<file path="src/rtl/lookup_mult_arbiter.sv">
// lookup_mult_arbiter
//
// Shares one external 8x8 quarter-square lookup multiplier between NUM_REQ
// requesters. A round-robin arbiter grants one request at a time. The
// operands are held on mul_a/mul_b while the multiplier works, and the
// product is returned with the owner's index on a valid/ready channel.
//
// Ports
//   clk        rising-edge clock
//   rst_n      asynchronous active-low reset
//   req_valid  per-requester request valid
//   req_a      packed multiplicands, requester i at [8i+7:8i]
//   req_b      packed multiplier operands, same packing
//   req_ready  per-requester accept, one-hot or zero, only in IDLE
//   mul_a      operand A to the shared multiplier
//   mul_b      operand B to the shared multiplier
//   mul_p      product from the shared multiplier
//   rsp_valid  response valid
//   rsp_ready  response accepted by the consumer
//   rsp_p      product a*b, taken verbatim from mul_p
//   rsp_id     index of the requester that owns rsp_p
//   busy       high in any state other than IDLE
//
// state | meaning
// ------+-------------------------------------------------------------
// IDLE  | no operation in flight; grant the round-robin winner
// EXEC  | operands on mul_a/mul_b; count down the multiplier latency
// RESP  | product presented on rsp_*; wait for rsp_ready

module lookup_mult_arbiter #(
  parameter int NUM_REQ     = 4,
  parameter int ID_WIDTH    = 2,
  parameter int MUL_LATENCY = 0
) (
  input  logic                   clk,
  input  logic                   rst_n,
  input  logic [NUM_REQ-1:0]     req_valid,
  input  logic [8*NUM_REQ-1:0]   req_a,
  input  logic [8*NUM_REQ-1:0]   req_b,
  output logic [NUM_REQ-1:0]     req_ready,
  output logic [7:0]             mul_a,
  output logic [7:0]             mul_b,
  input  logic [15:0]            mul_p,
  output logic                   rsp_valid,
  input  logic                   rsp_ready,
  output logic [15:0]            rsp_p,
  output logic [ID_WIDTH-1:0]    rsp_id,
  output logic                   busy
);

  localparam int CNT_W = 3;
  localparam logic [ID_WIDTH:0] NUM_REQ_W = (ID_WIDTH+1)'(NUM_REQ);

  typedef enum logic [1:0] {
    IDLE = 2'd0,
    EXEC = 2'd1,
    RESP = 2'd2
  } state_t;

  state_t              state_q, state_d;
  logic [ID_WIDTH-1:0] ptr_q, ptr_d;
  logic [CNT_W-1:0]    cnt_q, cnt_d;
  logic [7:0]          mul_a_q, mul_a_d;
  logic [7:0]          mul_b_q, mul_b_d;
  logic [15:0]         rsp_p_q, rsp_p_d;
  logic [ID_WIDTH-1:0] rsp_id_q, rsp_id_d;
  logic                rsp_valid_q, rsp_valid_d;
  logic                busy_q, busy_d;

  // Round-robin winner search
  logic [NUM_REQ-1:0]  rot;
  logic [ID_WIDTH-1:0] off;
  logic                found;
  logic [ID_WIDTH:0]   sum;
  logic [ID_WIDTH-1:0] winner;
  logic [ID_WIDTH:0]   nxt;
  logic [7:0]          sel_a;
  logic [7:0]          sel_b;

  always_comb begin
    // Rotate so bit 0 is the requester at ptr; the lowest set bit of the
    // rotated vector is then the offset of the winner from ptr.
    rot   = NUM_REQ'({req_valid, req_valid} >> ptr_q);
    found = 1'b0;
    off   = '0;
    for (int j = NUM_REQ - 1; j >= 0; j--) begin
      if (rot[j]) begin
        found = 1'b1;
        off   = ID_WIDTH'(j);
      end
    end

    sum = {1'b0, ptr_q} + {1'b0, off};
    if (sum >= NUM_REQ_W) begin
      sum = sum - NUM_REQ_W;
    end
    winner = sum[ID_WIDTH-1:0];

    nxt = {1'b0, winner} + (ID_WIDTH+1)'(1);
    if (nxt >= NUM_REQ_W) begin
      nxt = '0;
    end

    sel_a = '0;
    sel_b = '0;
    for (int i = 0; i < NUM_REQ; i++) begin
      if (winner == ID_WIDTH'(i)) begin
        sel_a = req_a[8*i +: 8];
        sel_b = req_b[8*i +: 8];
      end
    end
  end

  // The grant is combinational so the requester sees ready in the same
  // cycle the operands are captured.
  always_comb begin
    req_ready = '0;
    if (state_q == IDLE && found) begin
      req_ready = NUM_REQ'(1) << winner;
    end
  end

  always_comb begin
    state_d     = state_q;
    ptr_d       = ptr_q;
    cnt_d       = cnt_q;
    mul_a_d     = mul_a_q;
    mul_b_d     = mul_b_q;
    rsp_p_d     = rsp_p_q;
    rsp_id_d    = rsp_id_q;
    rsp_valid_d = rsp_valid_q;
    busy_d      = busy_q;

    case (state_q)
      IDLE: begin
        if (found) begin
          mul_a_d  = sel_a;
          mul_b_d  = sel_b;
          rsp_id_d = winner;
          cnt_d    = CNT_W'(MUL_LATENCY);
          ptr_d    = nxt[ID_WIDTH-1:0];
          state_d  = EXEC;
          busy_d   = 1'b1;
        end
      end

      EXEC: begin
        if (cnt_q == '0) begin
          rsp_p_d     = mul_p;
          rsp_valid_d = 1'b1;
          state_d     = RESP;
        end else begin
          cnt_d = cnt_q - CNT_W'(1);
        end
      end

      RESP: begin
        if (rsp_ready) begin
          rsp_valid_d = 1'b0;
          busy_d      = 1'b0;
          state_d     = IDLE;
        end
      end

      default: begin
        rsp_valid_d = 1'b0;
        busy_d      = 1'b0;
        state_d     = IDLE;
      end
    endcase
  end

  always_ff @(posedge clk or negedge rst_n) begin
    if (!rst_n) begin
      state_q     <= IDLE;
      ptr_q       <= '0;
      cnt_q       <= '0;
      mul_a_q     <= '0;
      mul_b_q     <= '0;
      rsp_p_q     <= '0;
      rsp_id_q    <= '0;
      rsp_valid_q <= 1'b0;
      busy_q      <= 1'b0;
    end else begin
      state_q     <= state_d;
      ptr_q       <= ptr_d;
      cnt_q       <= cnt_d;
      mul_a_q     <= mul_a_d;
      mul_b_q     <= mul_b_d;
      rsp_p_q     <= rsp_p_d;
      rsp_id_q    <= rsp_id_d;
      rsp_valid_q <= rsp_valid_d;
      busy_q      <= busy_d;
    end
  end

  assign mul_a     = mul_a_q;
  assign mul_b     = mul_b_q;
  assign rsp_p     = rsp_p_q;
  assign rsp_id    = rsp_id_q;
  assign rsp_valid = rsp_valid_q;
  assign busy      = busy_q;

endmodule

</file>
<file path="config.mk">
export PLATFORM = sky130hd
export DESIGN_NAME = lookup_mult_arbiter
export DESIGN_NICKNAME = d
export VERILOG_FILES = /design/src/rtl/lookup_mult_arbiter.sv
export SDC_FILE = /design/constraint.sdc
export NUM_CORES = 1
export LEC_CHECK = 0
export ABC_AREA = 1
export BUFFER_PORTS_ARGS = -buffer_cell sky130_fd_sc_hd__buf_4
export CELL_PAD_IN_SITES_DETAIL_PLACEMENT = 0
export CELL_PAD_IN_SITES_GLOBAL_PLACEMENT = 1
export CORE_UTILIZATION = 32
export DETAILED_ROUTE_END_ITERATION = 6
export GPL_TIMING_DRIVEN = 0
export PLACE_DENSITY = 0.79
export SLEW_MARGIN = 25
export SYNTH_ARGS = -nofsm -noshare
export SYNTH_HDL_FRONTEND = slang
export SYNTH_SLANG_ARGS = --single-unit
</file>
<file path="constraint.sdc">
create_clock -name clk -period 3.4 [get_ports clk]
set_clock_uncertainty 0.1 [all_clocks]
set_input_delay 0.68 -clock clk [delete_from_list [all_inputs] [get_ports clk]]
set_output_delay 0.68 -clock clk [all_outputs]
set_load 0.02 [all_outputs]
</file>
Word-level counts from Yosys, hierarchy flattened
Cells that the tools add are included.

Bitwise logic cells: 2. Magnitude comparators: 2. Add/sub/neg operators: 4. Muxes and demuxes: 31. Reduce and logical (&&, ||, !) cells: 11. Shifts and indexed selects: 2. Equality and inequality tests: 9.

Operator list (count): two-way mux 8 bit (8); two-way mux 2 bit (9); AND reduction 3 bit (4); inequality test 2 bit (second input constant) (4); right shift 8 x 2 -> 4 bit (1); two-way mux 1 bit (7); == test 2 bit (second input constant) (3); >= comparator 3 bit (second input constant) (2); two-way mux 3 bit (2); one-hot mux 1 bit (3 select lines) (2); one-hot mux 2 bit (3 select lines) (1); one-hot mux 3 bit (2 select lines) (1); == test 2 x 1 -> 1 bit (second input constant) (2); logical NOT 2 bit (2); two-way mux 4 bit (1); AND reduction 2 bit (2); << shifter 1 x 2 -> 4 bit (first input constant) (1); adder 2 x 1 -> 3 bit (second input constant) (1); adder 2 x 2 -> 3 bit (1); logical NOT 3 bit (1); subtractor 3 x 1 -> 3 bit (second input constant) (1); NOT 1 bit (2); nonzero test 2 bit (1); subtractor 2 x 1 -> 2 bit (second input constant) (1); logical AND 1 bit (1).

Logic and storage cells: 70. Flip-flop bits (word level): 43. Input port bits: 87. Output and inout bits: 40.

Longest topological paths before layout
Depth after elaboration: 13. Mapped depth: 20. Depth with buffers taken out: 19.

Worst setup path after synthesis
Ideal clock, no wire load.

Path kind: input-to-output. Start: input req_valid[1]. End: output req_ready[1]. Stages on the path: 16. Data required time: 2620 ps. Arrival time: 2675 ps. Slack: -55 ps. Buffers on the path: 2. Path through: nand2_1 > nand3_1 > nand2_1 > nand3_1 > a21boi_0 > ha_1 > xor2_1 > inv_1 > nand3_1 > nand2_1 > inv_1 > ha_1 > buf_2 > clkbuf_1 > inv_1 > nor2_1.

Cells in the longest elaborated chain, start to end: 10. Elaborated cells on any way between the ends: 16. Those cells by class: add/sub: 2; order compare: 1; shift: 2; mux: 10; reduce/logical: 1.

RTL lines: start: declaration (RTL line 37) `input logic [NUM_REQ-1:0] req_valid,`; right shift 8 x 2 -> 4 bit (*) (RTL line 83) `rot = NUM_REQ'({req_valid, req_valid} >> ptr_q);`; two-way mux 2 bit (3 in series) (RTL line 87) `if (rot[j]) begin`; two-way mux 2 bit (*) (RTL line 87); adder 2 x 2 -> 3 bit (*) (RTL line 93) `sum = {1'b0, ptr_q} + {1'b0, off};`; >= comparator 3 bit / subtractor 2 x 1 -> 2 bit (equally long branches) (RTL line 94, 95); two-way mux 2 bit (*) (RTL line 94) `if (sum >= NUM_REQ_W) begin`; named net sum[1] (RTL line 74) `logic [ID_WIDTH:0] sum;`; << shifter 1 x 2 -> 4 bit (*) (RTL line 119) `req_ready = NUM_REQ'(1) << winner;`; two-way mux 4 bit (*) (RTL line 118) `if (state_q == IDLE && found) begin`; end: declaration (RTL line 40) `output logic [NUM_REQ-1:0] req_ready,`.

Mark *: on every way through the listed nets, which the timed path passes. The rest lies on a longest branch.

Final worst setup path
Start: register ptr_q[0]. End: output req_ready[3].

Cells in the longest elaborated chain, start to end: 10. Elaborated cells on any way between the ends: 16. Those cells by class: add/sub: 2; order compare: 1; shift: 2; mux: 10; reduce/logical: 1.

RTL lines: start: declaration (RTL line 61) `logic [ID_WIDTH-1:0] ptr_q, ptr_d;`; start signal: assignment (RTL line 186) `ptr_q <= ptr_d;`; right shift 8 x 2 -> 4 bit (RTL line 83); two-way mux 2 bit (4 in series) (RTL line 87); adder 2 x 2 -> 3 bit (*) (RTL line 93); >= comparator 3 bit / subtractor 2 x 1 -> 2 bit (equally long branches) (RTL line 94, 95); two-way mux 2 bit (*) (RTL line 94); named net sum[1] (RTL line 74); << shifter 1 x 2 -> 4 bit (*) (RTL line 119); two-way mux 4 bit (*) (RTL line 118).

Marked as above.

==> flow_metrics.env <==
export IMPL_postRouteAntennaNets=0
export IMPL_synth_warnings=0
export IMPL_syn_nets=379
export IMPL_ys_flop_type="dfrtp_1"
export IMPL_max_freq_mhz=307
export IMPL_clkPwrFrac=0.077
export IMPL_period_share=0.958
export IMPL_top_layer_used="met4"
export IMPL_grt_pass1_wl_mm=9.96
export IMPL_cp_num_cells=17
export IMPL_slew_headroom=0.632
export IMPL_grt_pass1_vias=2182
export IMPL_async_reset_ff_frac=1.00
export IMPL_die_w_um=88.8
export IMPL_gp_congestion=0.725
export IMPL_vdd_ir_drop_max_uv=766
export IMPL_start_util=0.333
export IMPL_internal_power_mw=2.81
export IMPL_clock_sinks=43
export IMPL_critPathKind="reg -> out"
export IMPL_wl_met1_mm=2.81
export IMPL_io_buffer_count=126
export IMPL_cp_max_fo=10
export IMPL_holdWs_ns=0.270
export IMPL_clock_path_buffers=2
export IMPL_wl_met3_um=414
export IMPL_ioPinCount=127
export IMPL_yosysTopAreaCell="dfrtp_1"
export IMPL_synthMuxAreaShare=0.141
export IMPL_crit_top_cell="nand3_2"
export IMPL_switchingPower_mw=2.41
export IMPL_numCtsBuffers=5
export IMPL_grt_max_degree=44
export IMPL_hp_class="in -> async"
export IMPL_postCtsHoldBufs=0
export IMPL_rsz0062_at_grt="true"
export IMPL_dr_total_vias=2408
export IMPL_arrival_ns=2.48
export IMPL_dieArea_sq_um=7890
export IMPL_drt_vias_per_instance=4.54
export IMPL_antenna_found_initial=0
export IMPL_comb_power_share=0.747
export IMPL_start_kind="flop"
export IMPL_synth_xor_area_frac=0.00726
export IMPL_die_height_um=88.8
export IMPL_cts_root_buf="clkbuf_8"
export IMPL_seqPwrFrac=0.176
export IMPL_crit_path_top_delay_cell="dfrtp_2"
export IMPL_wl_met2_mm=3.22
export IMPL_synth_cell_type_count=24
export IMPL_required_ns=2.62
export IMPL_fin_ws_ns=0.143
export IMPL_cap_violations=0
export IMPL_outcome="finished, final reports clean"
export IMPL_grt_util_all_layers=0.162
export IMPL_finalHoldViolations=0
export IMPL_place_ws_ns=-0.493
export IMPL_synth_area_per_cell_sq_um=8.46
export IMPL_postSynthCellCount=285
export IMPL_p_leak_nw=1.95
export IMPL_wl_per_cell_um=12.3
export IMPL_synth_area_leaders="dfrtp_1 (45%), nand2_1 (11%), mux2_2 (7.5%)"
export IMPL_synth_compound_gate_area_share=0.118
export IMPL_switching_share=0.462
export IMPL_dp_final_hpwl_mm=4.87
export IMPL_critPathTopFamily="buffers and inverters"
export IMPL_gr_total_overflow=0
export IMPL_yosysTopAreaCellShare=0.446
export IMPL_synth_edf_count=0
export IMPL_detailed_place_area_sq_um=3490
export IMPL_r2r_cells=19
export IMPL_drc=0
export IMPL_final_nets=524
export IMPL_rows=31
export IMPL_yosysMostFrequentCell="nand2_1"
export IMPL_synth_top_family_by_area="simple AND/OR/NAND/NOR gates"
export IMPL_drt_iter0_drc=63
export IMPL_slew_violations=0
export IMPL_htree_levels=2
export IMPL_syn_to_final_growth_pct=62.7
export IMPL_cp_slowest_stage_delay_ns=0.45
export IMPL_cp_num_buf_inv=6
export IMPL_max_slew_worst_pin_slew_ns=0.551
export IMPL_path_clk_slew_ns=0.08
export IMPL_power_total_mw=5.22
export IMPL_synth_fa_ha_area_frac=0.0363
export IMPL_synth_seq_cells=43
export IMPL_clkLatencyLatePin_ns=0.30
export IMPL_power_density_nw_per_um2=1330
export IMPL_core_sq_um=7250
export IMPL_wirelength_mm=6.51
export IMPL_synthSimpleGateAreaFrac=0.188
export IMPL_drive_gt1_frac=0.490
export IMPL_syn_cell_area_sq_um=2410
export IMPL_synthTopCellsByCount="nand2_1 (71), dfrtp_1 (43), a21oi_1 (32)"
export IMPL_min_period_ns=3.26
export IMPL_antennaDiodeCount=0
export IMPL_end_kind="primary output"
export IMPL_setup_viol=0
export IMPL_drt_first_pass_iters=4
export IMPL_design_area_sq_um=3920
export IMPL_cts_tree="built"
export IMPL_path_cells="clkinv_4, nand2_4, nand3_2, nand2_2, nand3_2, a21boi_2, ha_2, xor2_2, inv_1, nand3_2, nand2_4, ha_4, buf_8, buf_12, inv_4, nor2_4, buf_6"
export IMPL_ys_seq_area_frac=0.446
## stage by stage
stage | TNS [ns] | utilization | cells
after detailed placement | -3.86 | 0.481 | 510
after floorplan | 0 | - | 285
after CTS | 0 | 0.514 | 523
after global routing | -0.0441 | 0.541 | 530
after global placement | -3.87 | 0.481 | 510
final | 0 | 0.541 | 530
## area by class of cell
cell class | instances | area [sq um]
flip-flops and latches | 43 | 1080
inverters | 19 | 93.8
fillers | 691 | 3330
multi-input cells | 210 | 1330
clock inverters | 3 | 43.8
well taps | 99 | 124
plain buffers | 11 | 126
clock buffers | 5 | 68.8
repair buffers | 140 | 1060
## sequential cells by signal, indices dropped and copies added (netlist names)
register,count
rsp_valid,1
rsp_id,2
cnt_q,3
busy,1
rsp_p,16
mul_a,8
ptr_q,2
mul_b,8
state_q,2
## cell families (layout without fill, tap and decap cells)
group | Yosys count | count (layout)
AO/OA/AOI/OAI | 54 | 54
multiplexers | 32 | 32
AND/OR/NAND/NOR | 115 | 115
XOR/XNOR | 2 | 2
adder cells (fa/ha/maj) | 7 | 7
flip-flops | 43 | 43
buffers and inverters | 32 | 178
## final timing paths
kind / start / endpoint / slack (ns)
worst min register to register: rsp_id[1]$_DFFE_PN0P_ / rsp_id[1]$_DFFE_PN0P_ / 0.39
max in group asynchronous: rst_n / ptr_q[1]$_DFFE_PN0P_ / 2.52
worst min-delay path: rst_n / busy$_DFFE_PN0P_ / 0.27
min in group clk: rsp_id[1]$_DFFE_PN0P_ / rsp_id[1]$_DFFE_PN0P_ / 0.39
worst max-delay path: ptr_q[0]$_DFFE_PN0P_ / req_ready[3] / 0.14
worst max register to register: ptr_q[0]$_DFFE_PN0P_ / mul_a[0]$_DFFE_PN0P_ / 0.32
## power by group through the flow
stage	Combinational (mW)	Sequential, mW	Clock (mW)
after floorplan	2.04	1.17	0
after global placement	3.24	0.920	0
after detailed placement	3.25	0.931	0
after CTS	3.61	0.921	0.419
after global routing	4.30	0.953	0.432
final	3.90	0.920	0.400
## metal layers
| layer | vias to the layer above | global-route usage |
|---|---|---|
| li1 | 1223 | - |
| met1 | 1095 | 0.196 |
| met2 | 86 | 0.283 |
| met3 | 4 | 0.0392 |
| met4 | 0 | 0.0528 |
| met5 | - | 0 |
## cells in the final DEF (no fill, tap or decap), types with 3 or more instances in the layout
master and count:
a21oi_1 32, ha_1 3, buf_6 7, mux2i_1 16
nor2_1 24, nand2_4 5, nor2_2 3, nand3_1 6
inv_1 13, nand2_1 62, dfrtp_1 41, nand3_2 8
buf_4 138, mux2_2 16, o21ai_0 18, clkbuf_8 5
nand2_2 5
## timing repair
item | CTS | global route
setup buffers | 6 | 8
endpoints found under the setup margin | 9 | 14
gates resized for setup | 28 | 37
pin swaps | 4 | 12
(Power assumes the default switching activity.)
